==> src/rtl/fp_operand_join.sv <==
// Pairs single-precision operands from two independent AXI-Stream lanes for the FP adder.
// Each lane is buffered in a small FIFO; one registered output slot presents the pair plus exponent flags.
module fp_operand_join #(
   parameter int DATA  = 32,
   parameter int DEPTH = 4
) (
   input  logic                    axis_clk,
   input  logic                    axis_reset,
   input  logic                    s_axis_valid_a,
   output logic                    s_axis_ready_a,
   input  logic [DATA-1:0]         s_axis_data_a,
   input  logic                    s_axis_valid_b,
   output logic                    s_axis_ready_b,
   input  logic [DATA-1:0]         s_axis_data_b,
   output logic                    m_axis_valid,
   input  logic                    m_axis_ready,
   output logic [DATA-1:0]         m_axis_data_a,
   output logic [DATA-1:0]         m_axis_data_b,
   output logic [3:0]              m_axis_flags,
   output logic [$clog2(DEPTH):0]  count_a,
   output logic [$clog2(DEPTH):0]  count_b
);

   localparam int AW = $clog2(DEPTH);
   localparam int CW = AW + 1;
   localparam logic [CW-1:0] FULL = CW'(DEPTH);

   logic [DATA-1:0] mem_a_q [DEPTH];
   logic [DATA-1:0] mem_a_d [DEPTH];
   logic [DATA-1:0] mem_b_q [DEPTH];
   logic [DATA-1:0] mem_b_d [DEPTH];
   logic [AW-1:0]   wr_a_q, wr_a_d, rd_a_q, rd_a_d;
   logic [AW-1:0]   wr_b_q, wr_b_d, rd_b_q, rd_b_d;
   logic [CW-1:0]   cnt_a_q, cnt_a_d, cnt_b_q, cnt_b_d;
   logic            out_valid_q, out_valid_d;
   logic [DATA-1:0] out_a_q, out_a_d, out_b_q, out_b_d;
   logic [3:0]      flags_q, flags_d;

   logic            push_a, push_b, pop;
   logic [DATA-1:0] head_a, head_b;
   logic [1:0]      cls_a, cls_b;

   // {exponent all ones, exponent zero}
   function automatic logic [1:0] exp_class(input logic [DATA-1:0] v);
      return {v[30:23] == 8'hFF, v[30:23] == 8'h00};
   endfunction

   // Ready depends only on occupancy and reset, never on the output side.
   assign s_axis_ready_a = (cnt_a_q < FULL) && !axis_reset;
   assign s_axis_ready_b = (cnt_b_q < FULL) && !axis_reset;

   assign push_a = s_axis_valid_a && s_axis_ready_a;
   assign push_b = s_axis_valid_b && s_axis_ready_b;
   assign pop    = (cnt_a_q != '0) && (cnt_b_q != '0) && (!out_valid_q || m_axis_ready);

   assign head_a = mem_a_q[rd_a_q];
   assign head_b = mem_b_q[rd_b_q];
   assign cls_a  = exp_class(head_a);
   assign cls_b  = exp_class(head_b);

   assign m_axis_valid  = out_valid_q;
   assign m_axis_data_a = out_a_q;
   assign m_axis_data_b = out_b_q;
   assign m_axis_flags  = flags_q;
   assign count_a       = cnt_a_q;
   assign count_b       = cnt_b_q;

   always_comb begin
      mem_a_d = mem_a_q;
      mem_b_d = mem_b_q;
      wr_a_d  = wr_a_q;
      wr_b_d  = wr_b_q;
      rd_a_d  = rd_a_q;
      rd_b_d  = rd_b_q;
      cnt_a_d = cnt_a_q;
      cnt_b_d = cnt_b_q;

      if (push_a) begin
         mem_a_d[wr_a_q] = s_axis_data_a;
         wr_a_d          = wr_a_q + 1'b1;
      end
      if (push_b) begin
         mem_b_d[wr_b_q] = s_axis_data_b;
         wr_b_d          = wr_b_q + 1'b1;
      end
      if (pop) begin
         rd_a_d = rd_a_q + 1'b1;
         rd_b_d = rd_b_q + 1'b1;
      end

      case ({push_a, pop})
         2'b10:   cnt_a_d = cnt_a_q + 1'b1;
         2'b01:   cnt_a_d = cnt_a_q - 1'b1;
         default: cnt_a_d = cnt_a_q;
      endcase
      case ({push_b, pop})
         2'b10:   cnt_b_d = cnt_b_q + 1'b1;
         2'b01:   cnt_b_d = cnt_b_q - 1'b1;
         default: cnt_b_d = cnt_b_q;
      endcase
   end

   // Output slot: data and flags only change on a pop, so they hold under stall and after drain.
   always_comb begin
      out_valid_d = out_valid_q;
      out_a_d     = out_a_q;
      out_b_d     = out_b_q;
      flags_d     = flags_q;
      if (pop) begin
         out_valid_d = 1'b1;
         out_a_d     = head_a;
         out_b_d     = head_b;
         flags_d     = {cls_b[1], cls_a[1], cls_b[0], cls_a[0]};
      end else if (m_axis_ready) begin
         out_valid_d = 1'b0;
      end
   end

   always_ff @(posedge axis_clk or posedge axis_reset) begin
      if (axis_reset) begin
         for (int i = 0; i < DEPTH; i++) begin
            mem_a_q[i] <= '0;
            mem_b_q[i] <= '0;
         end
         wr_a_q      <= '0;
         wr_b_q      <= '0;
         rd_a_q      <= '0;
         rd_b_q      <= '0;
         cnt_a_q     <= '0;
         cnt_b_q     <= '0;
         out_valid_q <= 1'b0;
         out_a_q     <= '0;
         out_b_q     <= '0;
         flags_q     <= '0;
      end else begin
         mem_a_q     <= mem_a_d;
         mem_b_q     <= mem_b_d;
         wr_a_q      <= wr_a_d;
         wr_b_q      <= wr_b_d;
         rd_a_q      <= rd_a_d;
         rd_b_q      <= rd_b_d;
         cnt_a_q     <= cnt_a_d;
         cnt_b_q     <= cnt_b_d;
         out_valid_q <= out_valid_d;
         out_a_q     <= out_a_d;
         out_b_q     <= out_b_d;
         flags_q     <= flags_d;
      end
   end

endmodule
==> config.mk <==
export PLATFORM = sky130hd
export DESIGN_NAME = fp_operand_join
export DESIGN_NICKNAME = d
export VERILOG_FILES = /design/src/rtl/fp_operand_join.sv
export SDC_FILE = /design/constraint.sdc
export NUM_CORES = 1
export LEC_CHECK = 0
export ABC_AREA = 1
export BUFFER_PORTS_ARGS = -buffer_cell sky130_fd_sc_hd__buf_4
export CAP_MARGIN = 20
export CORE_UTILIZATION = 45
export CTS_CLUSTER_SIZE = 28
export DETAILED_ROUTE_END_ITERATION = 6
export PLACE_DENSITY = 0.77
export SLEW_MARGIN = 20
export SYNTH_ARGS = -nofsm -noshare
export SYNTH_HDL_FRONTEND = slang
export SYNTH_SLANG_ARGS = --single-unit
==> constraint.sdc <==
create_clock -name axis_clk -period 9.17 [get_ports axis_clk]
set_input_delay 0.4585 -clock axis_clk [delete_from_list [all_inputs] [get_ports axis_clk]]
set_output_delay 0.4585 -clock axis_clk [all_outputs]
set_load 0.02 [all_outputs]
# Yosys cells after proc, flatten, opt, wreduce, memory -nomap -nowiden
# Index checks and enable logic that the tools add are counted.
classes:
  n_reduce_logical: 18
  muxes: 16
  order_cmp: 8
  n_bitwise: 4
  eq_ne: 6
  n_addsub: 8
op_table:
  columns: ["op", "count"]
  rows:
  - ["$bwmux W128", 2]
  - ["$mux W32", 6]
  - ["$bmux W32 S2", 2]
  - ["$demux W32 S2", 2]
  - ["$eq A8 B8 Y1 const B", 2]
  - ["$logic_not A8 Y1", 2]
  - ["$ge A3 B3 Y1 const B", 4]
  - ["$not A2 Y3", 4]
  - ["$pmux W3 S2", 2]
  - ["$add A2 B1 Y2 const B", 4]
  - ["$logic_and A1 B1 Y1", 8]
  - ["$add A3 B1 Y3 const B", 2]
  - ["$lt A3 B1 Y1 const B", 2]
  - ["$lt A3 B3 Y1 const B", 2]
  - ["$reduce_bool A2 Y1", 3]
  - ["$reduce_bool A3 Y1", 2]
  - ["$sub A3 B1 Y3 const B", 2]
  - ["$eq A2 B1 Y1 const B", 2]
  - ["$eq A2 B2 Y1 const B", 2]
  - ["$logic_not A1 Y1", 2]
  - ["$mux W1", 2]
  - ["$logic_or A1 B1 Y1", 1]
totals:
  reg_bits: 339
  elab_cells: 78
  output_inout_bits: 77

# Logic depth before layout (Yosys ltp)
# Gate-level depths: netlist (run 1).
logic_depth:
  depth_word: 6
  ltp_mapped: 12

# Worst setup path after synthesis (run 1)
# Ideal clock, no wire load.
synth_path:
  kind: "reg2reg"
  from: "register cnt_b_q[2], in the netlist count_b[2]"
  to: "register cnt_a_q[2], in the netlist count_a[2]"
  stages_incl_launch_ff: 12
  n_path_buf: 1
  t_arrival_ns: 2.024
  period_less_slack_ns: 2.155
  slack_ns: 7.015
  path_cell_list: "dfrtp_1 -> inv_1 -> nand3_1 -> nand3_2 -> inv_2 -> buf_2 -> ha_1 -> inv_1 -> fa_1 -> a21oi_1 -> o21ai_0 -> xor2_1"
synth_via:
  elab_chain_cells: 5
synth_lines:
  columns: ["item", "line", "text"]
  rows:
  - ["start: declaration", "34", "logic [CW-1:0] cnt_a_q, cnt_a_d, cnt_b_q, cnt_b_d;"]
  - ["start signal: assignment", "143", "cnt_b_q <= cnt_b_d;"]
  - ["$reduce_bool A3 Y1 (*)", "54", "assign pop = (cnt_a_q != '0) && (cnt_b_q != '0) && (!out_valid_q || m_axis_ready);"]
  - ["$logic_and A1 B1 Y1 (*) (2 in a row)", "54", null]
  - ["$eq A2 B1 Y1 or $eq A2 B2 Y1 (tied branches)", "91", "case ({push_a, pop})"]
  - ["$pmux W3 S2 or $reduce_bool A2 Y1 (tied branches)", null, null]
  - ["end signal: assignment", "142", "cnt_a_q <= cnt_a_d;"]
  - ["end: declaration", "34", null]
# Every way passes the cells marked *; elsewhere a longest branch is shown, timed or not.
# A chain may end at the register's enable or synchronous reset.

# Worst setup path after layout (run 1)
layout_path:
  from: "register cnt_a_q[2], in the netlist count_a[2]"
  to: "register cnt_b_q[2], in the netlist count_b[2]"
layout_via:
  elab_chain_cells: 5
layout_lines:
  columns: ["item", "line", "text"]
  rows:
  - ["$reduce_bool A3 Y1 (*)", "54", null]
  - ["$logic_and A1 B1 Y1 (*) (2 in a row)", "54", null]
  - ["$eq A2 B1 Y1 or $eq A2 B2 Y1 (tied branches)", "96", "case ({push_b, pop})"]
  - ["$pmux W3 S2 or $reduce_bool A2 Y1 (tied branches)", null, null]
# Marks and branches as above.

==> out/qor.log, run 1 <==
qor: clock_tree.htree_num_levels 2
qor: synthesis.synth_net_count 1,783
qor: floorplanning.die_y 183 um
qor: placed_design.gpl.final_weighted_congestion 0.763
qor: placed_design.detailed_place.area 0.0159 sq mm
qor: placed_design.place_hpwl 20,300 um
qor: global_route.grt_max_degree 171
qor: global_route.initial_antenna_violation_count 0
qor: detailed_routing.total_number_of_vias 11,719
qor: synthesis.postSynthRegisterBits 339
qor: power.power.density_cell_area 388 mW/mm^2
qor: sta.slew-limit-headroom 35.0%
qor: floorplanning.rows 65
qor: detailed_routing.ant_nets 0
qor: sta.period_needed 3430 ps
qor: synthesis.yosys_warnings 0
qor: clock_tree.cts_tree yes
qor: sta.timing.clock.skew 20.2 ps
qor: global_route.grt-ovfl-total 0
qor: sta.setup-violations-final 0
qor: power.p_leak 0.00867 uW
qor: clock_tree.cts.repair.resized 0
qor: clock_tree.cts_buffers 36
qor: clock_tree.clk-insertion-delay-late 530 ps
qor: synthesis.synth.distinct_cells 25
qor: synthesis.synth.cell_area 0.0147 sq mm
qor: min_path.hold_class input port to asynchronous set/reset pin
qor: detailed_routing.detail_route.iter0.violations 943
qor: sta.final.period_utilization 37.4%
qor: setup_path.critPathLaunch count_a[2]
qor: detailed_routing.drt_first_pass_iters 5
qor: floorplanning.die_w 183 um
qor: outcome.status completed
qor: flow_run.cap_viol_max_count 0
qor: setup_path.critical_path.cell_chain inv_2, nand3_1, nand3_4, buf_4, inv_2, buf_4, ha_1, inv_1, fa_1, a21oi_1, o21ai_0, xor2_1
qor: sta.final_max_slew_viol_count 0
qor: global_route.grt_pass1_vias 11,595
qor: setup_path.worstSetupStartpointType register
qor: floorplanning.initial_utilization 46.2%
qor: final_layout.finalNetCount 1,872
qor: floorplanning.pin_count 146
qor: placed_design.io_buffer_count 145
qor: synthesis.syn-mean-instance-area 8.63 sq um
qor: clock_tree.cts.clk_slew.worst_paths 60 ps
qor: detailed_routing.route.detailed.drc 0
qor: sta.rsz0062_at_grt false
qor: setup_path.regToRegStartpoint count_a[2]
qor: floorplanning.floorplan.die_area 0.0334 sq mm
qor: clock_tree.post_cts.repair.setup_buffers 0
qor: final_layout.final_area 0.0171 sq mm
qor: synthesis.syn-instance-count 1,702
qor: sta.max_slew.worst_pin.slew 973 ps
qor: final_layout.share_of_final_layout_standard_cells_stronger_than_drive_strength_1 13.0%
qor: power.worst_ir_drop_on_vdd 182 uV
qor: global_route.grt_first_pass_wirelength 58,600 um
qor: floorplanning.standard_cell_core_area 0.0318 sq mm
qor: setup_path.r2r_setup_slack 5740 ps
qor: detailed_routing.avgRoutedWirePerCell 15.6 um
qor: final_layout.diode_count 0
qor: setup_path.crit_path_max_fanout 86
qor: global_route.global_route.usage.total 21.7%
qor: clock_tree.postCtsHoldBufs 0
qor: final_layout.areaGrowthSynthToFinish 16.1%
qor: sta.tns 0 ps
qor: setup_path.crit_type register to register
qor: clock_tree.max_root_sink_buffers 3
qor: sta.finalHoldViolations 0
qor: setup_path.crit_path_max_incr_delay 520 ps
qor: setup_path.required 9560 ps
qor: setup_path.worst-r2r-cell-count 12
qor: setup_path.crit_arrival 3820 ps
qor: clock_tree.root_buffer sky130_fd_sc_hd__clkbuf_16
qor: setup_path.r2r-end count_b[2]
qor: synthesis.sequential_share_of_the_synthesized_area 57.7%
qor: setup_path.critical-path-slowest-cell sky130_fd_sc_hd__buf_4
qor: setup_path.worstSetupEndpointType register
qor: detailed_routing.average_via_count_per_standard_cell 5.20
qor: sta.maximum_clock_frequency 0.291 GHz
qor: clock_tree.cts_sinks 339
qor: detailed_routing.wirelength_routed 35,300 um
-- synthesized netlist by cell type --
library cell	instances	area, sq um
sky130_fd_sc_hd__nand4_1	1	6.26
sky130_fd_sc_hd__nor2_4	2	22.5
sky130_fd_sc_hd__dfrtp_1	339	8480
sky130_fd_sc_hd__nor2_1	111	417
sky130_fd_sc_hd__a21oi_1	4	20.0
sky130_fd_sc_hd__fa_1	2	40.0
sky130_fd_sc_hd__inv_4	1	6.26
sky130_fd_sc_hd__buf_2	72	360
sky130_fd_sc_hd__inv_2	5	18.8
sky130_fd_sc_hd__inv_6	1	8.76
sky130_fd_sc_hd__o21ai_0	103	515
sky130_fd_sc_hd__inv_1	99	372
sky130_fd_sc_hd__o21ai_1	268	1340
sky130_fd_sc_hd__clkinv_2	1	5.00
sky130_fd_sc_hd__o22ai_1	48	300
sky130_fd_sc_hd__nand3_1	36	180
sky130_fd_sc_hd__nand2_1	546	2050
sky130_fd_sc_hd__nand2_4	10	113
sky130_fd_sc_hd__xnor2_1	2	17.5
sky130_fd_sc_hd__clkbuf_1	13	48.8
sky130_fd_sc_hd__xor2_1	8	70.1
sky130_fd_sc_hd__nand3_2	1	10.0
sky130_fd_sc_hd__buf_4	14	105
sky130_fd_sc_hd__ha_1	10	125
sky130_fd_sc_hd__buf_6	5	56.3
-- worst max-delay path: cells and delay by family, from the launching register on --
| family | cells | cell delay, ps |
|---|---|---|
| buf+inv | 5 | 1560 |
| fa+ha+maj | 2 | 660 |
| flops | 1 | 430 |
| compound gates | 2 | 270 |
| simple gates | 2 | 200 |
| xor+xnor | 1 | 150 |
-- where the power goes --
group / switching, uW / total, uW / internal [uW]
Clock: 596 / 1440 / 846
Sequential: 382 / 2570 / 2190
Combinational: 1660 / 2610 / 944
-- layout make-up --
| type | count | area [sq um] |
|---|---|---|
| Clock buffer | 58 | 1120 |
| Clock inverter | 8 | 70.1 |
| Fill cell | 2883 | 14700 |
| Inverter | 107 | 415 |
| Multi-Input combinational cell | 1152 | 5240 |
| Sequential cell | 339 | 8490 |
| Tap cell | 435 | 544 |
| Timing Repair Buffer | 155 | 1180 |
-- sequential cells by signal, summed over array words and instances (netlist names) --
signal         cells
mem_a_q          128
mem_b_q          128
m_axis_data_a     32
m_axis_data_b     32
m_axis_flags       4
count_a            3
count_b            3
rd_a_q             2
rd_b_q             2
wr_a_q             2
wr_b_q             2
m_axis_valid       1
-- routing by layer --
metal	vias up	share of wire [%]	track usage (%)
li1	5680	-	-
met2	371	49	37.3
met3	73	5.1	3.29
met4	0	2.7	7.97
met5	-	0	0
met1	5595	43	27.9
-- cells by family after synthesis --
logic type / synth area share [%]
DFF: 57.7
and+or+nand+nor: 19.0
AOI/OAI and AO/OA: 14.8
adders and majority gates: 1.12
buffers and inverters: 6.68
xor gates and xnor gates: 0.596
-- metrics by stage --
step / std cells / setup slack, ps / hold WS (ps) / total power, uW / util, %
floorplan: 1702 / 4180 / 448 / 4430 / -
global placement: 2188 / 5760 / 463 / 5070 / 49.9
detailed placement: 2188 / 5690 / 466 / 5180 / 49.9
CTS: 2254 / 5750 / 207 / 6660 / 53.6
global route: 2254 / 5530 / 225 / 7130 / 53.6
finish: 2254 / 5740 / 200 / 6620 / 53.6
-- placed cells by master, fill, tap and decap left out --
cell type                    netlist  routed
sky130_fd_sc_hd__nand3_1          36      36
sky130_fd_sc_hd__nand3_4           0       1
sky130_fd_sc_hd__nand4_1           1       1
sky130_fd_sc_hd__clkinv_8          0       1
sky130_fd_sc_hd__clkinvlp_4        0       1
sky130_fd_sc_hd__fa_1              2       2
sky130_fd_sc_hd__clkbuf_16         0      36
sky130_fd_sc_hd__nand2_4          10      10
sky130_fd_sc_hd__buf_12            0       1
sky130_fd_sc_hd__nand2_1         546     546
sky130_fd_sc_hd__o22ai_1          48      48
sky130_fd_sc_hd__inv_2             5       4
sky130_fd_sc_hd__dfrtp_1         339     337
sky130_fd_sc_hd__clkinv_2          1       7
sky130_fd_sc_hd__nor2_4            2       2
sky130_fd_sc_hd__xnor2_1           2       2
sky130_fd_sc_hd__clkbuf_1         13       8
sky130_fd_sc_hd__clkbuf_8          0      14
sky130_fd_sc_hd__ha_1             10      10
sky130_fd_sc_hd__inv_4             1       1
sky130_fd_sc_hd__buf_4            14     154
sky130_fd_sc_hd__inv_6             1       2
sky130_fd_sc_hd__inv_16            0       1
sky130_fd_sc_hd__inv_1            99      98
sky130_fd_sc_hd__o21ai_0         103     103
sky130_fd_sc_hd__nor2_1          111     111
sky130_fd_sc_hd__a21oi_1           4       4
sky130_fd_sc_hd__xor2_1            8       8
sky130_fd_sc_hd__dfrtp_2           0       2
sky130_fd_sc_hd__o21ai_1         268     268
-- worst max-delay path by stage --
stage               slack [ps]  cells past startpoint          to
floorplan                 4180                      1  count_a[0]
global placement          5760                     11  count_b[1]
detailed placement        5690                     11  count_b[1]
CTS                       5750                     12  count_b[2]
global route              5530                     10  count_b[1]
finish                    5740                     12  count_b[2]
No activity file was read; power rests on OpenSTA's default activity.
==> run 2: changes to the inputs <==
--- a/config.mk
+++ b/config.mk
@@ -5,7 +5,7 @@
 export SDC_FILE = /design/constraint.sdc
 export NUM_CORES = 1
 export LEC_CHECK = 0
-export ABC_AREA = 1
+export ABC_AREA = 0
 export BUFFER_PORTS_ARGS = -buffer_cell sky130_fd_sc_hd__buf_4
 export CAP_MARGIN = 20
 export CORE_UTILIZATION = 45
==> constraint.sdc (replaced) <==
create_clock -name axis_clk -period 2.8 [get_ports axis_clk]
set_input_delay 0.14 -clock axis_clk [delete_from_list [all_inputs] [get_ports axis_clk]]
set_output_delay 0.14 -clock axis_clk [all_outputs]
set_load 0.02 [all_outputs]
==> run 2 against run 1 <==
Clock power increased to 3.5 times the previous value. Register-to-register slack lost 5300 ps. Critical path depth decreased by 3. Cell area up 6.0%. Global-route usage decreased by 2.8 points. Core utilization grew 3.6 points. Sequential share of layout area down 2.8 points. Area after synthesis shrank 1.5%. Routed wire length shrank 16%. Total power increased to 3.3 times the previous value. Combinational power grew to 3.0 times the previous value. Non-clock buffer count rose by 83. Largest power group is now sequential cells.
==> out/qor.log, run 2 <==
qor: power.p_leak 0.00801 uW
qor: synthesis.syn-instance-count 859
qor: floorplanning.die_w 181 um
qor: power.power.density_cell_area 1200 mW/mm^2
qor: sta.setup-violations-final 0
qor: flow_run.cap_viol_max_count 0
qor: final_layout.biggestRegsByFlops mem_a_q: 128 flops, mem_b_q: 128 flops
qor: global_route.global_route.usage.total 18.9%
qor: setup_path.path_common_cell sky130_fd_sc_hd__xor2_1
qor: sta.max_slew.worst_pin.slew 590 ps
qor: clock_tree.clk-insertion-delay-late 520 ps
qor: final_layout.post_layout_nonfiller_instances 1,509
qor: synthesis.yosysMostFrequentCell sky130_fd_sc_hd__dfrtp_1
qor: setup_path.crit_path_max_incr_delay 500 ps
qor: synthesis.synth_net_count 940
qor: power.worst_ir_drop_on_vdd 698 uV
qor: synthesis.synth_enable_flop_cells 0
qor: clock_tree.postCtsHoldBufs 65
qor: setup_path.critical_path.n_buffers_inverters 2
qor: final_layout.post-route-util 57.3%
qor: sta.maximum_clock_frequency 0.427 GHz
qor: placed_design.place_inst 1,379
qor: detailed_routing.detail_route.iter0.violations 309
qor: synthesis.async_flop_share 100%
qor: sta.slew-limit-headroom 60.7%
qor: final_layout.diode_count 0
qor: final_layout.finalNetCount 1,161
qor: global_route.grt_first_pass_wirelength 49,500 um
qor: global_route.initial_antenna_violation_count 0
qor: sta.period_needed 2340 ps
qor: clock_tree.post_cts.repair.setup_buffers 0
qor: floorplanning.die_y 181 um
qor: floorplanning.standard_cell_core_area 0.0316 sq mm
qor: synthesis.postSynthRegisterBits 339
qor: final_layout.share_of_final_layout_standard_cells_stronger_than_drive_strength_1 50.9%
qor: placed_design.gpl.final_weighted_congestion 0.732
qor: sta.finalHoldViolations 0
qor: detailed_routing.average_via_count_per_standard_cell 5.37
qor: final_layout.layout.cells.most_common sky130_fd_sc_hd__dfrtp_1
qor: clock_tree.cts_sinks 339
qor: setup_path.critical-path-slowest-cell sky130_fd_sc_hd__or3_1
qor: final_layout.areaGrowthSynthToFinish 24.9%
qor: synthesis.synth_ff_type sky130_fd_sc_hd__dfrtp_1
qor: detailed_routing.ant_nets 0
qor: floorplanning.rows 65
qor: detailed_routing.avgRoutedWirePerCell 19.6 um
qor: floorplanning.floorplan.die_area 0.0329 sq mm
qor: global_route.grt-ovfl-total 0
qor: setup_path.crit_arrival 2770 ps
qor: synthesis.netlist.area_leader.share 58.6%
qor: sta.tns 0 ps
qor: detailed_routing.route.detailed.drc 0
qor: setup_path.crit_path_max_fanout 8
qor: clock_tree.htree_num_levels 2
qor: setup_path.critical_path.cell_chain nor2b_1, or3_1, clkinv_2, ha_1, inv_1, fa_1, xor2_1, nor2_1, xor2_1
qor: min_path.hold_path_depth 3
qor: clock_tree.cts_tree yes
qor: setup_path.worstSetupEndpointType register
qor: clock_tree.root_buffer sky130_fd_sc_hd__clkbuf_16
qor: sta.rsz0062_at_grt false
qor: synthesis.synth.area.top_cells sky130_fd_sc_hd__dfrtp_1 (59%), sky130_fd_sc_hd__mux2_2 (20%), sky130_fd_sc_hd__mux4_2 (9.3%)
qor: global_route.grt_max_degree 95
qor: sta.final.period_utilization 83.6%
qor: synthesis.syn-mean-instance-area 16.8 sq um
qor: setup_path.worstSetupStartpointType register
qor: synthesis.sequential_share_of_the_synthesized_area 58.6%
qor: floorplanning.initial_utilization 45.8%
qor: setup_path.worst-r2r-cell-count 9
qor: sta.timing.clock.skew 13.7 ps
qor: synthesis.top_cell_types_by_occurrence_after_synthesis sky130_fd_sc_hd__dfrtp_1 (339), sky130_fd_sc_hd__mux2_2 (253), sky130_fd_sc_hd__mux2_1 (67)
qor: synthesis.synth_area_leader_cell sky130_fd_sc_hd__dfrtp_1
qor: setup_path.timing.critical_path.depth 9
qor: detailed_routing.drt_first_pass_iters 4
qor: clock_tree.cts_buffers 36
qor: final_layout.layout.cells.most_common_list sky130_fd_sc_hd__dfrtp_1 (336), sky130_fd_sc_hd__mux2_2 (253), sky130_fd_sc_hd__buf_4 (161), sky130_fd_sc_hd__mux2_1 (67), sky130_fd_sc_hd__dlygate4sd3_1 (65)
qor: setup_path.crit_type register to register
qor: outcome.status completed
qor: min_path.hold_class input port to register
qor: clock_tree.max_root_sink_buffers 3
qor: global_route.grt_pass1_vias 9,124
qor: floorplanning.pin_count 146
qor: detailed_routing.wirelength_routed 29,600 um
qor: final_layout.filler_cell_count 2,438
qor: clock_tree.cts.repair.resized 0
qor: setup_path.required 3230 ps
qor: synthesis.synth.distinct_cells 31
qor: sta.final_max_slew_viol_count 0
qor: placed_design.place_hpwl 18,400 um
qor: synthesis.yosys_warnings 0
qor: setup_path.critPathTopFamily simple AND/OR/NAND/NOR gates
qor: detailed_routing.total_number_of_vias 8,106
qor: clock_tree.cts.clk_slew.worst_paths 60 ps
qor: placed_design.io_buffer_count 145
qor: synthesis.synth.cell_area 0.0145 sq mm
==> run 2: cell count changes after synthesis, moves of 48 or more <==
cell / previous run / this run
sky130_fd_sc_hd__nand2_1: 546 / 2
sky130_fd_sc_hd__mux2_2: 0 / 253
sky130_fd_sc_hd__o21ai_0: 103 / 2
sky130_fd_sc_hd__mux4_2: 0 / 60
sky130_fd_sc_hd__mux2_1: 0 / 67
sky130_fd_sc_hd__inv_1: 99 / 13
sky130_fd_sc_hd__o22ai_1: 48 / 0
sky130_fd_sc_hd__o21ai_1: 268 / 0
sky130_fd_sc_hd__nor2_1: 111 / 4
==> run 2: path summary, 6_finish.rpt <==
check,startpoint,to,slack (ps)
setup / recovery,m_axis_valid,count_a[2],460
hold / removal,m_axis_ready,m_axis_valid,40
setup reg to reg,m_axis_valid,count_a[2],460
hold reg to reg,mem_a_q[29],mem_a_q[29],480
max in group asynchronous,axis_reset,mem_a_q[63],1500
min in group asynchronous,axis_reset,rd_a_q[1],250
==> run 2: layer usage <==
metal	track usage, %	vias up	share of wire (%)
met4	4.41	0	1.7
met5	0	-	0
met2	32.2	150	50
met1	24.8	4307	44
li1	-	3598	-
met3	3.99	51	4.7
==> run 2: cells by family (layout without fill, tap and decap cells) <==
logic type / count (synthesis) / after routing / share of synthesized area, %
DFF: 339 / 339 / 58.6
AOI/OAI and AO/OA: 11 / 11 / 0.605
and+or+nand+nor: 30 / 30 / 1.40
adders and majority gates: 12 / 12 / 1.14
xor gates and xnor gates: 12 / 12 / 0.727
buffers and inverters: 69 / 317 / 2.36
muxes: 386 / 386 / 35.1
==> run 2: area by class of cell <==
cell class / instances / area (sq um) / area share, %
clock buffer: 52 / 1070 / 5.93
inverter: 14 / 57.6 / 0.319
clock inverter: 13 / 200 / 1.11
multi-input combinational: 451 / 5650 / 31.3
tap: 402 / 503 / 2.78
sequential: 339 / 8490 / 47.0
timing repair buffer: 238 / 2100 / 11.6
==> run 2: where the power goes <==
| group | total (uW) | leakage, uW | switching [uW] | internal, uW |
|---|---|---|---|---|
| sequential | 8760 | 0.00416 | 1420 | 7350 |
| clock | 5050 | 0.000627 | 1920 | 3130 |
| combinational | 7860 | 0.00323 | 3250 | 4620 |
==> run 2: per-stage QoR <==
stage | instance area, sq um | hold slack, ps | power, uW | setup WS (ps)
4_1_cts | 18100 | 19.8 | 21900 | 457
6_report | 18100 | 40.4 | 21700 | 460
3_3_place_gp | 16100 | 209 | 16400 | 512
5_1_grt | 18100 | 47.7 | 23000 | 271
2_1_floorplan | 14500 | 275 | 14300 | -1870
3_5_place_dp | 16100 | 216 | 16700 | 468
==> run 2: tightest hold or removal path, cell delays in order <==
cell	delay, ps
sky130_fd_sc_hd__buf_4	80
sky130_fd_sc_hd__nor2b_1	100
sky130_fd_sc_hd__o21bai_1	180
==> run 3: changes to the inputs <==
--- a/config.mk
+++ b/config.mk
@@ -11,7 +11,7 @@
 export CORE_UTILIZATION = 45
 export CTS_CLUSTER_SIZE = 28
 export DETAILED_ROUTE_END_ITERATION = 6
-export PLACE_DENSITY = 0.77
+export PLACE_DENSITY = 0.75
 export SLEW_MARGIN = 20
 export SYNTH_ARGS = -nofsm -noshare
 export SYNTH_HDL_FRONTEND = slang
==> constraint.sdc (replaced) <==
create_clock -name axis_clk -period 2.4 [get_ports axis_clk]
set_input_delay 0.12 -clock axis_clk [delete_from_list [all_inputs] [get_ports axis_clk]]
set_output_delay 0.12 -clock axis_clk [all_outputs]
set_load 0.02 [all_outputs]
==> run 3 against run 2 <==
Sequential share of layout area up 0.10 points. Critical path type unchanged. Clock skew shrank 1.6 ps. Maximum frequency increased by 6.0%. Highest routed layer unchanged. Largest cell class unchanged. Non-clock buffer count rose by 11. Combinational power rose by 19%. Core utilization shrank 0.13 points. Clock power is 4.6% higher. Largest power group unchanged. Routed wire length shrank 0.24%. Total power rose by 14%. Critical path depth shrank 4. Via count is 0.46% higher. Count of clock-buffer cells in the layout unchanged.
==> out/qor.log, run 3 (synthesis gave the netlist of run 2 again) <==
qor: setup_path.worstSetupStartpointType register
qor: final_layout.biggestRegsByFlops mem_a_q: 128 flops, mem_b_q: 128 flops
qor: sta.final_max_slew_viol_count 0
qor: min_path.hold_class input port to register
qor: detailed_routing.detail_route.iter0.violations 293
qor: final_layout.filler_cell_count 2,519
qor: sta.finalHoldViolations 0
qor: placed_design.place_hpwl 18,700 um
qor: setup_path.regToRegStartpoint m_axis_valid
qor: power.p_leak 0.00799 uW
qor: min_path.hold_path_depth 3
qor: clock_tree.cts.repair.resized 0
qor: setup_path.crit_arrival 2580 ps
qor: floorplanning.die_w 181 um
qor: sta.period_needed 2210 ps
qor: clock_tree.htree_num_levels 2
qor: global_route.grt_pass1_vias 8,841
qor: setup_path.worst-r2r-cell-count 5
qor: setup_path.required 2780 ps
qor: setup_path.critPathTopFamily simple AND/OR/NAND/NOR gates
qor: min_path.worst_hold_startpoint m_axis_ready
qor: power.worst_ir_drop_on_vdd 659 uV
qor: sta.maximum_clock_frequency 0.453 GHz
qor: detailed_routing.drt_first_pass_iters 4
qor: setup_path.crit_path_max_incr_delay 510 ps
qor: setup_path.crit_path_max_fanout 37
qor: sta.setup-violations-final 0
qor: setup_path.critical_path.cell_chain nor2b_1, or3_1, clkinv_2, buf_4, mux2_2
qor: clock_tree.root_buffer sky130_fd_sc_hd__clkbuf_16
qor: clock_tree.postCtsHoldBufs 65
qor: min_path.timing.hold.worst_endpoint m_axis_valid
qor: sta.slew-limit-headroom 52.0%
qor: floorplanning.die_y 181 um
qor: power.power.density_cell_area 1380 mW/mm^2
qor: setup_path.r2r-end m_axis_data_a[15]
qor: detailed_routing.avgRoutedWirePerCell 19.5 um
qor: global_route.grt-ovfl-total 0
qor: setup_path.crit_type register to register
qor: clock_tree.cts_sinks 339
qor: outcome.status completed
qor: clock_tree.cts_buffers 36
qor: floorplanning.standard_cell_core_area 0.0316 sq mm
qor: detailed_routing.total_number_of_vias 8,143
qor: floorplanning.rows 65
qor: final_layout.area_taken_by_multi_input_logic_gates 0.00568 sq mm
qor: power.power.total 24,800 uW
qor: setup_path.worstSetupEndpointType register
qor: global_route.grt_first_pass_wirelength 49,100 um
qor: clock_tree.clk-insertion-delay-late 500 ps
qor: clock_tree.cts.clk_slew.worst_paths 60 ps
qor: detailed_routing.wirelength_routed 29,500 um
qor: global_route.global_route.usage.total 18.9%
qor: placed_design.gpl.final_weighted_congestion 0.740
qor: final_layout.layout.area.seq 0.00849 sq mm
qor: final_layout.layout.cells.most_common_list sky130_fd_sc_hd__dfrtp_1 (337), sky130_fd_sc_hd__mux2_2 (253), sky130_fd_sc_hd__buf_4 (172), sky130_fd_sc_hd__mux2_1 (67), sky130_fd_sc_hd__dlygate4sd3_1 (65)
qor: sta.rsz0062_at_grt false
qor: detailed_routing.average_via_count_per_standard_cell 5.37
qor: flow_run.cap_viol_max_count 0
qor: clock_tree.post_cts.repair.setup_buffers 0
qor: detailed_routing.route.detailed.drc 0
qor: final_layout.finalNetCount 1,172
qor: sta.fin_worst_hold_slack 36.6 ps
qor: final_layout.areaGrowthSynthToFinish 24.6%
qor: global_route.initial_antenna_violation_count 1
qor: final_layout.layout.cells.most_common sky130_fd_sc_hd__dfrtp_1
qor: sta.timing.clock.skew 12.0 ps
qor: placed_design.io_buffer_count 145
qor: floorplanning.pin_count 146
qor: setup_path.r2r_setup_slack 190 ps
qor: floorplanning.initial_utilization 45.8%
qor: clock_tree.cts_tree yes
qor: global_route.grt_max_degree 65
qor: sta.final.period_utilization 92.0%
qor: sta.max_slew.worst_pin.slew 718 ps
qor: setup_path.critical-path-slowest-cell sky130_fd_sc_hd__buf_4
qor: detailed_routing.ant_nets 0
qor: floorplanning.floorplan.die_area 0.0329 sq mm
qor: clock_tree.max_root_sink_buffers 3
qor: setup_path.critical_path.n_buffers_inverters 2
qor: final_layout.share_of_final_layout_standard_cells_stronger_than_drive_strength_1 51.0%
## run 3: metal layers
layer	routed length (um)	track usage (%)	vias to the layer above
met5	0	0	-
met4	506	4.14	0
met3	1220	3.51	42
met2	14900	32.2	153
met1	12900	25.1	4328
li1	-	-	3620
## run 3: worst register-to-register path, cell delays in order (launching register included)
cell and delay, ps:
sky130_fd_sc_hd__dfrtp_1 370, sky130_fd_sc_hd__nor2b_1 220, sky130_fd_sc_hd__or3_1 420, sky130_fd_sc_hd__clkinv_2 120, sky130_fd_sc_hd__buf_4 510, sky130_fd_sc_hd__mux2_2 450
## run 3: how the worst max path moves through the flow
stage | slack, ps | cells after the start | endpoint | start
global placement | 300 | 5 | m_axis_data_a[14] | m_axis_valid
global route | 90 | 5 | m_axis_data_a[8] | m_axis_valid
CTS | 200 | 5 | m_axis_data_a[8] | m_axis_valid
floorplan | -2250 | 1 | count_a[0] | axis_reset
finish | 190 | 5 | m_axis_data_a[15] | m_axis_valid
detailed placement | 210 | 5 | m_axis_data_a[8] | m_axis_valid
## run 3: power breakdown
group	internal (uW)	switching (uW)
sequential	8570	1610
combinational	5490	3850
clock	3140	2140
total	17200	7600
## run 3: final cells by class
type / instances / share of cell area [%]
clock buffer: 52 / 5.84
multi-input combinational: 451 / 31.5
timing repair buffer: 249 / 12.1
inverter: 14 / 0.319
tap: 402 / 2.79
clock inverter: 7 / 0.368
antenna: 2 / 0.0278
sequential: 339 / 47.1
## run 3: stage by stage
stage,instance area [sq um],util (%),cells,setup TNS [ps],setup slack (ps)
after floorplan,14500,-,859,-763840,-2250
after detailed placement,16300,51.5,1390,0,210
after global placement,16300,51.5,1390,0,296
final,18000,57.1,1516,0,192
after CTS,18000,57.1,1514,0,198
after global routing,18000,57.1,1516,0,91.1
